`src/rtl/fp_norm_round.sv`:
```
// ---------------------------------------------------------------------------
// fp_norm_round
//
// Normalise and round stage that follows a binary32 add/sub datapath.
// It takes the raw magnitude sum, carry-out and guard/round/sticky bits from
// the adder, normalises the significand, applies a RISC-V rounding mode and
// produces an IEEE-754 binary32 result. The overflow saturation value depends
// on the rounding mode.
//
// One operand is processed at a time by a four-state FSM:
//   IDLE  : in_ready=1; the operand is captured on in_valid & in_ready
//   NORM  : leading-zero count, shift, exponent adjust
//   ROUND : increment decision, carry fix-up, saturation
//   DONE  : out_valid=1; result is held until out_ready
//
// Ports
//   clk           rising-edge clock for all state
//   rst_n         asynchronous active-low reset (flushes any operand in flight)
//   in_valid      upstream add/sub result valid
//   in_ready      block can accept a new operand (IDLE only)
//   sign_res      sign of the add/sub result
//   carry         add/sub carry-out (sum bit 48)
//   mantissa_sum  48-bit magnitude; the hidden bit is at [47] when carry=0
//   grs           guard/round/sticky from add/sub
//   exp_in        larger biased operand exponent
//   rm            rounding mode (000 RNE, 001 RTZ, 010 RDN, 011 RUP, 100 RMM;
//                 101-111 behave as RNE)
//   out_valid     result valid
//   out_ready     downstream accepts the result
//   result        IEEE-754 binary32 result
//   fflags        {NV,DZ,OF,UF,NX}, present only with FP_NORM_FLAGS_EN
//
// Build option
//   FP_NORM_FLAGS_EN : when defined, adds the fflags output and its logic.
// ---------------------------------------------------------------------------
module fp_norm_round (
  input  logic        clk,
  input  logic        rst_n,
  input  logic        in_valid,
  output logic        in_ready,
  input  logic        sign_res,
  input  logic        carry,
  input  logic [47:0] mantissa_sum,
  input  logic [2:0]  grs,
  input  logic [7:0]  exp_in,
  input  logic [2:0]  rm,
  output logic        out_valid,
  input  logic        out_ready,
  output logic [31:0] result
`ifdef FP_NORM_FLAGS_EN
  ,
  output logic [4:0]  fflags
`endif
);

  typedef enum logic [1:0] {
    IDLE  = 2'd0,
    NORM  = 2'd1,
    ROUND = 2'd2,
    DONE  = 2'd3
  } state_t;

  localparam logic [2:0] RM_RNE = 3'b000;
  localparam logic [2:0] RM_RTZ = 3'b001;
  localparam logic [2:0] RM_RDN = 3'b010;
  localparam logic [2:0] RM_RUP = 3'b011;
  localparam logic [2:0] RM_RMM = 3'b100;

  state_t state_q;
  state_t state_d;
  logic   accept;

  // Captured operand
  logic        sign_q;
  logic        carry_q;
  logic [47:0] msum_q;
  logic [2:0]  grs_q;
  logic [7:0]  exp_q;
  logic [2:0]  rm_q;

  // Normalisation stage results
  logic [7:0]  lz;
  logic [7:0]  lz_max;
  logic        clamp;
  logic [7:0]  sh_amt;
  logic [47:0] shifted;
  logic [23:0] n_sig;
  logic [9:0]  n_exp;
  logic        n_g;
  logic        n_r;
  logic        n_s;
  logic        n_zero;

  logic [23:0] sig_q;
  logic [9:0]  nexp_q;
  logic        g_q;
  logic        r_q;
  logic        s_q;
  logic        zero_q;

  // Rounding stage
  logic [2:0]  rm_eff;
  logic        any_lost;
  logic        inc;
  logic [24:0] sum25;
  logic        bump;
  logic [9:0]  fexp;
  logic [22:0] mant;
  logic        sat;
  logic [31:0] round_res;

  // Leading-zero count of a 48-bit vector; an all-zero input yields 48.
  function automatic logic [7:0] lzc48(input logic [47:0] v);
    logic [7:0] n;
    logic       found;
    n     = 8'd48;
    found = 1'b0;
    for (int i = 47; i >= 0; i--) begin
      if (!found && v[i]) begin
        n     = 8'(47 - i);
        found = 1'b1;
      end
    end
    return n;
  endfunction

  assign accept = in_valid & in_ready;

  // State register
  always_ff @(posedge clk or negedge rst_n) begin
    if (!rst_n) begin
      state_q <= IDLE;
    end else begin
      state_q <= state_d;
    end
  end

  // Next-state and handshake outputs
  always_comb begin
    state_d   = state_q;
    in_ready  = 1'b0;
    out_valid = 1'b0;
    case (state_q)
      IDLE: begin
        in_ready = 1'b1;
        if (in_valid) begin
          state_d = NORM;
        end
      end
      NORM: begin
        state_d = ROUND;
      end
      ROUND: begin
        state_d = DONE;
      end
      DONE: begin
        out_valid = 1'b1;
        if (out_ready) begin
          state_d = IDLE;
        end
      end
      default: begin
        state_d = IDLE;
      end
    endcase
  end

  // Operand capture: upstream is free to change its outputs after accept
  always_ff @(posedge clk or negedge rst_n) begin
    if (!rst_n) begin
      sign_q  <= 1'b0;
      carry_q <= 1'b0;
      msum_q  <= 48'd0;
      grs_q   <= 3'd0;
      exp_q   <= 8'd0;
      rm_q    <= 3'd0;
    end else if (accept) begin
      sign_q  <= sign_res;
      carry_q <= carry;
      msum_q  <= mantissa_sum;
      grs_q   <= grs;
      exp_q   <= exp_in;
      rm_q    <= rm;
    end
  end

  // The left shift may not push the exponent below 1; when the leading-zero
  // count exceeds that limit the value stays denormalised and the exponent
  // field becomes 0.
  assign lz      = lzc48(msum_q);
  assign lz_max  = (exp_q == 8'd0) ? 8'd0 : exp_q - 8'd1;
  assign clamp   = lz > lz_max;
  assign sh_amt  = clamp ? lz_max : lz;
  assign shifted = msum_q << sh_amt;

  // Normalisation: carry-out shifts right, hidden bit in place passes
  // through, otherwise shift left. Only the shift path rebuilds G/R/S from
  // the shifted magnitude, keeping the incoming sticky.
  always_comb begin
    n_sig  = 24'd0;
    n_exp  = 10'd0;
    n_g    = 1'b0;
    n_r    = 1'b0;
    n_s    = 1'b0;
    n_zero = ~carry_q & (msum_q == 48'd0) & (grs_q == 3'd0);
    if (carry_q) begin
      n_sig = {1'b1, msum_q[47:25]};
      n_exp = {2'b00, exp_q} + 10'd1;
      n_g   = grs_q[2];
      n_r   = grs_q[1];
      n_s   = grs_q[0];
    end else if (msum_q[47]) begin
      n_sig = msum_q[47:24];
      n_exp = {2'b00, exp_q};
      n_g   = grs_q[2];
      n_r   = grs_q[1];
      n_s   = grs_q[0];
    end else begin
      n_sig = shifted[47:24];
      n_exp = clamp ? 10'd0 : ({2'b00, exp_q} - {2'b00, sh_amt});
      n_g   = shifted[23];
      n_r   = shifted[22];
      n_s   = (|shifted[21:0]) | grs_q[0];
    end
  end

  // Normalisation register, loaded on the NORM cycle
  always_ff @(posedge clk or negedge rst_n) begin
    if (!rst_n) begin
      sig_q  <= 24'd0;
      nexp_q <= 10'd0;
      g_q    <= 1'b0;
      r_q    <= 1'b0;
      s_q    <= 1'b0;
      zero_q <= 1'b0;
    end else if (state_q == NORM) begin
      sig_q  <= n_sig;
      nexp_q <= n_exp;
      g_q    <= n_g;
      r_q    <= n_r;
      s_q    <= n_s;
      zero_q <= n_zero;
    end
  end

  // Reserved rounding-mode encodings fall back to round-to-nearest-even
  always_comb begin
    case (rm_q)
      RM_RNE, RM_RTZ, RM_RDN, RM_RUP, RM_RMM: rm_eff = rm_q;
      default:                                rm_eff = RM_RNE;
    endcase
  end

  assign any_lost = g_q | r_q | s_q;

  // Increment decision
  always_comb begin
    case (rm_eff)
      RM_RNE:  inc = g_q & (r_q | s_q | sig_q[0]);
      RM_RTZ:  inc = 1'b0;
      RM_RDN:  inc = sign_q & any_lost;
      RM_RUP:  inc = ~sign_q & any_lost;
      RM_RMM:  inc = g_q;
      default: inc = g_q & (r_q | s_q | sig_q[0]);
    endcase
  end

  // The exponent steps up either on a significand carry-out or when a
  // subnormal rounds up into the smallest normal (hidden bit appears).
  assign sum25 = {1'b0, sig_q} + {24'd0, inc};
  assign bump  = sum25[24] | (sum25[23] & ~sig_q[23]);
  assign fexp  = nexp_q + {9'd0, bump};
  assign mant  = sum25[24] ? sum25[23:1] : sum25[22:0];
  assign sat   = fexp >= 10'd255;

  // Final packing, with mode-dependent overflow values and signed zero
  always_comb begin
    round_res = {sign_q, fexp[7:0], mant};
    if (zero_q) begin
      round_res = {(rm_eff == RM_RDN), 31'd0};
    end else if (sat) begin
      case (rm_eff)
        RM_RTZ:  round_res = {sign_q, 8'hFE, 23'h7FFFFF};
        RM_RDN:  round_res = sign_q ? {1'b1, 8'hFF, 23'h0} : {1'b0, 8'hFE, 23'h7FFFFF};
        RM_RUP:  round_res = sign_q ? {1'b1, 8'hFE, 23'h7FFFFF} : {1'b0, 8'hFF, 23'h0};
        default: round_res = {sign_q, 8'hFF, 23'h0};
      endcase
    end
  end

  // Result register, written as the FSM leaves ROUND and held through DONE
  always_ff @(posedge clk or negedge rst_n) begin
    if (!rst_n) begin
      result <= 32'd0;
    end else if (state_q == ROUND) begin
      result <= round_res;
    end
  end

`ifdef FP_NORM_FLAGS_EN
  logic       f_of;
  logic       f_nx;
  logic       f_uf;
  logic [4:0] flags_d;

  // Underflow is reported only for inexact results left subnormal or zero
  assign f_of    = sat & ~zero_q;
  assign f_nx    = (any_lost | f_of) & ~zero_q;
  assign f_uf    = f_nx & ~sat & (fexp[7:0] == 8'd0);
  assign flags_d = {2'b00, f_of, f_uf, f_nx};

  always_ff @(posedge clk or negedge rst_n) begin
    if (!rst_n) begin
      fflags <= 5'd0;
    end else if (state_q == ROUND) begin
      fflags <= flags_d;
    end
  end
`endif

endmodule
```
`config.mk`:
```
export PLATFORM = sky130hd
export DESIGN_NAME = fp_norm_round
export DESIGN_NICKNAME = d
export VERILOG_FILES = /design/src/rtl/fp_norm_round.sv
export SDC_FILE = /design/constraint.sdc
export NUM_CORES = 1
export LEC_CHECK = 0
export CAP_MARGIN = 20
export CORE_MARGIN = 10
export CORE_UTILIZATION = 64
export CTS_CLUSTER_DIAMETER = 50
export CTS_CLUSTER_SIZE = 24
export DETAILED_ROUTE_END_ITERATION = 10
export PLACE_DENSITY = 0.95
export SKIP_CTS_REPAIR_TIMING = 1
export SLEW_MARGIN = 20
export SYNTH_ARGS = -nofsm -noshare
export SYNTH_HDL_FRONTEND = slang
export SYNTH_SLANG_ARGS = --single-unit
```
`constraint.sdc`:
```
create_clock -name clk -period 12.05 [get_ports clk]
set_clock_uncertainty 0.05 [all_clocks]
set_input_delay 1.8075 -clock clk [delete_from_list [all_inputs] [get_ports clk]]
set_output_delay 1.8075 -clock clk [all_outputs]
set_load 0.02 [all_outputs]
```
# Yosys cells after proc, flatten, opt, wreduce, memory -nomap -nowiden
# Index checks and enable logic that the tools add are counted.
totals:
  reg_bits: 136
  input_bits: 68
  elab_cells: 274
classes:
  n_addsub: 5
  magnitude_cmp: 2
  eq_ne: 13
  shift: 1
  muxes: 121
  bitwise: 16
  n_reduce_logical: 102
op_table:
  columns: ["operator", "n"]
  rows:
  - ["2-to-1 mux 8 bit", 49]
  - ["2-to-1 mux 32 bit", 4]
  - ["one-hot mux 32 bit (3 select lines)", 1]
  - ["2-to-1 mux 1 bit", 55]
  - ["logical NOT 48 bit", 1]
  - ["2-to-1 mux 24 bit", 2]
  - ["left shift 48 x 8 -> 48 bit", 1]
  - ["logical AND 1 bit", 47]
  - ["logical NOT 1 bit", 47]
  - ["2-to-1 mux 10 bit", 3]
  - ["adder 24 x 1 -> 25 bit", 1]
  - ["2-to-1 mux 23 bit", 1]
  - ["OR reduction 22 bit", 1]
  - ["equality test 3 x 2 -> 1 bit, second input constant", 4]
  - ["adder 10 x 1 -> 10 bit", 1]
  - [">= comparator 10 x 8 -> 1 bit, second input constant", 1]
  - ["adder 8 x 1 -> 9 bit, second input constant", 1]
  - ["subtractor 8 x 8 -> 9 bit", 1]
  - ["> comparator 8 bit", 1]
  - ["logical NOT 8 bit", 1]
  - ["one-hot mux 2 bit (4 select lines)", 1]
  - ["subtractor 8 x 1 -> 8 bit, second input constant", 1]
  - ["bitwise AND 1 bit", 7]
  - ["equality test 3 x 1 -> 1 bit, second input constant", 2]
  - ["other kinds (14)", 26]

# Depth between registers and ports, before layout
logic_depth:
  word_depth: 149
  depth_mapped: 29
  mapped_depth_nobuf: 27

# Least setup slack after synthesis
# No wires, ideal clock.
synth_timing:
  kind: "reg2reg"
  start: "register exp_q[4]"
  end: "register nexp_q[6]"
  setup_ns: 0.125
  t_arrival_ns: 5.485
  slack_ns: 6.390
  path_stages_with_launch: 26
  synth_period_minus_slack_ns: 5.660
  cell_sequence: "dfrtp_1 buf_2 or4_4 nor4b_2 a21oi_1 inv_1 ha_1 a2111oi_0 o21ai_0 o211ai_4 mux2_2 inv_2 buf_2 buf_2 buf_2 buf_2 ha_1 o21ai_0 nand2b_1 a21o_1 a21o_1 xor2_1 and3_1 a211oi_1 a21oi_1 mux2_2"
synth_via:
  elab_chain_cells: 8
synth_lines:
  columns: ["item", "line_no", "text"]
  rows:
  - ["start: declaration", "78", "logic [7:0] exp_q;"]
  - ["start signal: assignment", "182", "exp_q <= exp_in;"]
  - ["subtractor 8 x 1 -> 8 bit or logical NOT 8 bit (tied branches)", "191", "assign lz_max = (exp_q == 8'd0) ? 8'd0 : exp_q - 8'd1;"]
  - ["2-to-1 mux 8 bit", "191", null]
  - ["> comparator 8 bit", "192", "assign clamp = lz > lz_max;"]
  - ["2-to-1 mux 8 bit", "193", "assign sh_amt = clamp ? lz_max : lz;"]
  - ["subtractor 8 x 8 -> 9 bit", "220", "n_exp = clamp ? 10'd0 : ({2'b00, exp_q} - {2'b00, sh_amt});"]
  - ["2-to-1 mux 10 bit", "220", null]
  - ["2-to-1 mux 10 bit", "212", "end else if (msum_q[47]) begin"]
  - ["2-to-1 mux 10 bit *", "206", "if (carry_q) begin"]
  - ["end signal: assignment", "238", "nexp_q <= n_exp;"]
  - ["end: declaration", "95", "logic [9:0] nexp_q;"]
# Mark *: on every way between the ends. The rest lies on a longest branch, timed or not.
# A chain may end at the register's enable or synchronous reset.

# Final worst setup path
layout_timing:
  start: "register msum_q[47]"
  end: "register nexp_q[6]"
layout_via:
  elab_chain_cells: 148
layout_lines:
  columns: ["item", "line_no", "text"]
  rows:
  - ["start: declaration", "76", "logic [47:0] msum_q;"]
  - ["start signal: assignment", "180", "msum_q <= mantissa_sum;"]
  - ["2-to-1 mux 1 bit", "119", "if (!found && v[i]) begin"]
  - ["logical NOT 1 bit", "119", null]
  - ["logical AND 1 bit", "119", null]
  - ["2-to-1 mux 1 bit", "119", null]
  - ["logical NOT 1 bit", "119", null]
  - ["logical AND 1 bit", "119", null]
  - ["2-to-1 mux 1 bit", "119", null]
  - ["logical NOT 1 bit", "119", null]
  - ["(+132 left out)", null, null]
  - ["logical AND 1 bit", "119", null]
  - ["2-to-1 mux 8 bit", "119", null]
  - ["> comparator 8 bit", "192", null]
  - ["2-to-1 mux 8 bit", "193", null]
  - ["subtractor 8 x 8 -> 9 bit", "220", null]
  - ["2-to-1 mux 10 bit", "220", null]
  - ["2-to-1 mux 10 bit *", "212", null]
  - ["2-to-1 mux 10 bit *", "206", null]
# Marks and branches as above.

==> results <==
- The via count of the first global-routing pass came to 10.3k.
- The flow ran to the end, and the final reports show no timing, DRC or antenna violations.
- The start point of the critical path is msum_q[47].
- The class of the worst hold path is reg2reg.
- For this run, the leading register cell type out of synthesis is sky130_fd_sc_hd__dfrtp_1.
- The flip-flop and latch count after synthesis is 136.
- The met1 track utilization from global routing is 39.0%.
- During synthesis, Yosys emitted a total of 0 warnings.
- The cell count after synthesis is 1290.
- The fraction of layout instances using a drive strength above 1 is 13.6%.
- The busiest layer in global routing is met2.
- The clock slew seen by the registers of the worst setup and hold paths is 0.07 ns.
- Global routing used 30.2% of the available tracks.
- In the synthesized netlist the async set-or-reset flop fraction comes to 100%.
- The final HPWL from detailed placement is 26400 microns.
- Leaving out fill and tap cells, the most frequent cell in the layout is sky130_fd_sc_hd__dfrtp_1.
- STA classifies the critical path endpoint as a flip-flop.
- The floorplan row count is 48.
- The TritonCTS sink count is 136.
- Counting I/O delays and the setup requirement, the final critical path takes 7.49 ns.
- Based on the critical path, the design can be clocked at up to 0.134 GHz.
- The core footprint is 17200 sq um.
- The count of nets left with antenna violations once routing finished came out at 0.
- The average instance area after synthesis is 8.70 sq um.
- Counting along the longest clock path gives a buffer depth of 2.
- In this run the cell area of the synthesized design comes to 11200 sq um.
- Dividing the detail-routed wire length by the instance count gives 23.3 microns.
- Of all nets on the critical path, the largest fanout is 68.
- At the worst endpoint, the required time is 12.34 ns.
- The number of nets in the layout is 1413.
- Counting flops with a built-in enable in the synthesized netlist gives 0.
- The remaining global-route overflow is 0.
- The TritonCTS clock tree is built.
- Relative to the synthesized area, the layout overhead comes to 13.5%.
- The starting utilization of the core area is 65.1%.
- Setup repair after global routing left no endpoint under its margin.
- The worst pin sits at a relative slew slack of 31.5%.
- The number of max-slew violations in the final report is 0.
- The final-report hold violation count is 0.
- In the layout the commonest cells are sky130_fd_sc_hd__dfrtp_1 (136), sky130_fd_sc_hd__nand2_1 (115), sky130_fd_sc_hd__mux2i_1 (115).
- At the worst endpoint, the arrival time is 7.78 ns.
- The count of input and output buffers is 101.
- Setup violations remaining at the end of the flow were counted as 0.
- The number of cells on the worst reg-to-reg path is 25.
- The number of antenna violations at the first check in global routing is 0.
- Entering global routing, the biggest net connects 85 pins.
- The clock insertion delay at the later pin of the skew report is 0.45 ns.
- In the final timing run, aggregate negative setup slack is 0 ns.
- The count of inserted antenna diode cells is 0.
- In the routed design, unresolved DRC markers number 0.
- The met3 capacity usage during global routing is 8.41%.
- The post-synthesis sequential area ratio is 30.3%.
- From bottom edge to top edge, the die measures 152 microns.
- The chip width is 152 microns.
- The first global-routing pass estimated 57600 microns of wire.
- The count of distinct cell types in the synthesized netlist is 88.
- The worst hold path depth is 1.
- The total wirelength of the detailed-routed design is 36300 microns.
- Of the available clock period, the critical path in the final layout requires 62.2%.
- The post-detailed-route via-to-cell ratio is 6.84.
- The via count is 10.6k.
- Global routing used 47.5% of the available met2 tracks.
- The number of placed I/O pins is 102.
- The routability congestion estimate is 1.07.
- In this run the most critical hold path is launched from result[27].
- The category of the worst setup path launch point is a flip-flop.
- Across the run, the number of max-cap violations was 0.
- The die area is 23200 sq um.
- TritonCTS created 17 clock buffers.
- The critical path is of the reg2reg type.
- The startpoint of the lowest-slack register-to-register path is msum_q[47].
- For the pin with the worst max-slew slack, the measured transition is 1.03 ns.
- The first routing iteration left 1363 violations.
- The master cell of the clock root buffer is sky130_fd_sc_hd__clkbuf_16.
- The number of detailed-route iterations in the first pass is 6.
- CTS built an H-tree with a depth of 4.
==> area by class of cell <==
cell class / count / area [sq um]
timing repair buffer: 117 / 1130
clock inverter: 14 / 190
inverter: 64 / 245
tap: 225 / 282
sequential: 136 / 3400
clock buffer: 18 / 429
fill: 1238 / 4500
multi-input combinational: 981 / 7060
==> flip-flops by register name, indices dropped and copies added (netlist names) <==
register and count:
carry_q 1, exp_q 8, result 32, zero_q 1
r_q 1, rm_q 3, state_q 2, msum_q 48
sign_q 1, grs_q 3, sig_q 24, nexp_q 10
s_q 1, g_q 1
==> critical path, cell delays in order, from the launching register on <==
cell                        delay, ns
sky130_fd_sc_hd__dfrtp_1         0.36
sky130_fd_sc_hd__buf_4           0.26
sky130_fd_sc_hd__nor4_1          0.66
sky130_fd_sc_hd__nand4_1         0.44
sky130_fd_sc_hd__nor4_1          0.35
sky130_fd_sc_hd__a221o_1         0.24
sky130_fd_sc_hd__ha_1            0.26
sky130_fd_sc_hd__a2111oi_0       0.39
sky130_fd_sc_hd__o21ai_0         0.24
sky130_fd_sc_hd__o211ai_4        0.32
sky130_fd_sc_hd__nand3_1         0.24
sky130_fd_sc_hd__o22ai_4         0.16
sky130_fd_sc_hd__buf_4           0.79
sky130_fd_sc_hd__inv_1           0.45
sky130_fd_sc_hd__ha_1            0.35
sky130_fd_sc_hd__fa_1            0.39
sky130_fd_sc_hd__nor2b_1         0.16
sky130_fd_sc_hd__o21ai_0         0.09
sky130_fd_sc_hd__nand2b_1        0.11
sky130_fd_sc_hd__a21o_1          0.13
sky130_fd_sc_hd__a21o_1          0.15
sky130_fd_sc_hd__xor2_1          0.07
sky130_fd_sc_hd__and3_1          0.18
sky130_fd_sc_hd__a211oi_1        0.17
sky130_fd_sc_hd__a21oi_1         0.06
sky130_fd_sc_hd__mux2_2          0.28
==> kinds of logic after synthesis <==
kind of cell	share of synthesized area (%)
buffers and inverters	6.94
adders and majority gates	3.19
muxes	22.7
xor gates and xnor gates	3.12
and+or+nand+nor	15.7
AOI/OAI and AO/OA	18.0
other	0.0334
DFF	30.3
==> per-stage QoR <==
stage | hold slack, ns | setup WS [ns] | util (%) | instance area (sq um) | cells
after floorplan | 0.437 | 6.39 | - | 11200 | 1291
after global placement | 0.439 | 4.97 | 70.3 | 12100 | 1523
after detailed placement | 0.455 | 4.77 | 70.3 | 12100 | 1523
after CTS | 0.469 | 4.75 | 73.9 | 12700 | 1555
after global routing | 0.485 | 4.22 | 73.9 | 12700 | 1555
final | 0.465 | 4.56 | 73.9 | 12700 | 1555
==> worst paths after layout <==
check,slack [ns],to
setup / recovery,4.56,nexp_q[6]
hold / removal,0.47,result[27]
setup reg to reg,4.56,nexp_q[6]
hold reg to reg,0.47,result[27]
max in group asynchronous,9.41,sig_q[23]
min in group asynchronous,1.36,result[28]
==> per-layer routing <==
metal  vias up  share of wire (%)  wire length [microns]
met5         -                  0                      0
li1       4746                  -                      -
met2       685                 46                  16600
met1      5106                 40                  14600
met3        97                 10                   3770
met4         0                3.5                   1290
==> cell usage after synthesis (5+ instances only) <==
cell type	instances	area (sq um)
sky130_fd_sc_hd__clkbuf_1	67	251
sky130_fd_sc_hd__mux4_2	9	203
sky130_fd_sc_hd__dfrtp_1	136	3400
sky130_fd_sc_hd__buf_1	11	41.3
sky130_fd_sc_hd__o21ai_0	53	265
sky130_fd_sc_hd__inv_1	60	225
sky130_fd_sc_hd__ha_1	27	338
sky130_fd_sc_hd__a21oi_1	82	410
sky130_fd_sc_hd__o21ai_1	11	55.1
sky130_fd_sc_hd__mux2_2	103	1160
sky130_fd_sc_hd__nand2_1	116	435
sky130_fd_sc_hd__buf_4	5	37.5
sky130_fd_sc_hd__nand3b_1	5	37.5
sky130_fd_sc_hd__o211ai_1	21	158
sky130_fd_sc_hd__nand4_1	12	75.1
sky130_fd_sc_hd__and2_1	5	31.3
sky130_fd_sc_hd__a211oi_1	14	105
sky130_fd_sc_hd__nor3_1	22	110
sky130_fd_sc_hd__buf_6	10	113
sky130_fd_sc_hd__a221oi_1	10	87.6
sky130_fd_sc_hd__nor2b_1	13	81.3
sky130_fd_sc_hd__mux2i_1	115	1150
sky130_fd_sc_hd__a21o_1	10	75.1
sky130_fd_sc_hd__o22ai_1	36	225
sky130_fd_sc_hd__xor2_1	13	114
sky130_fd_sc_hd__and3_1	10	62.6
sky130_fd_sc_hd__nand3_1	32	160
sky130_fd_sc_hd__a22oi_1	5	37.5
sky130_fd_sc_hd__nor2_1	108	405
sky130_fd_sc_hd__a31oi_1	10	62.6
sky130_fd_sc_hd__xnor2_1	27	236
sky130_fd_sc_hd__nand2b_1	9	56.3
sky130_fd_sc_hd__nor4_1	17	106
sky130_fd_sc_hd__buf_2	16	80.1
Power is not shown: default switching activity piles up to over one toggle a cycle in this logic, so the estimate is an artifact.
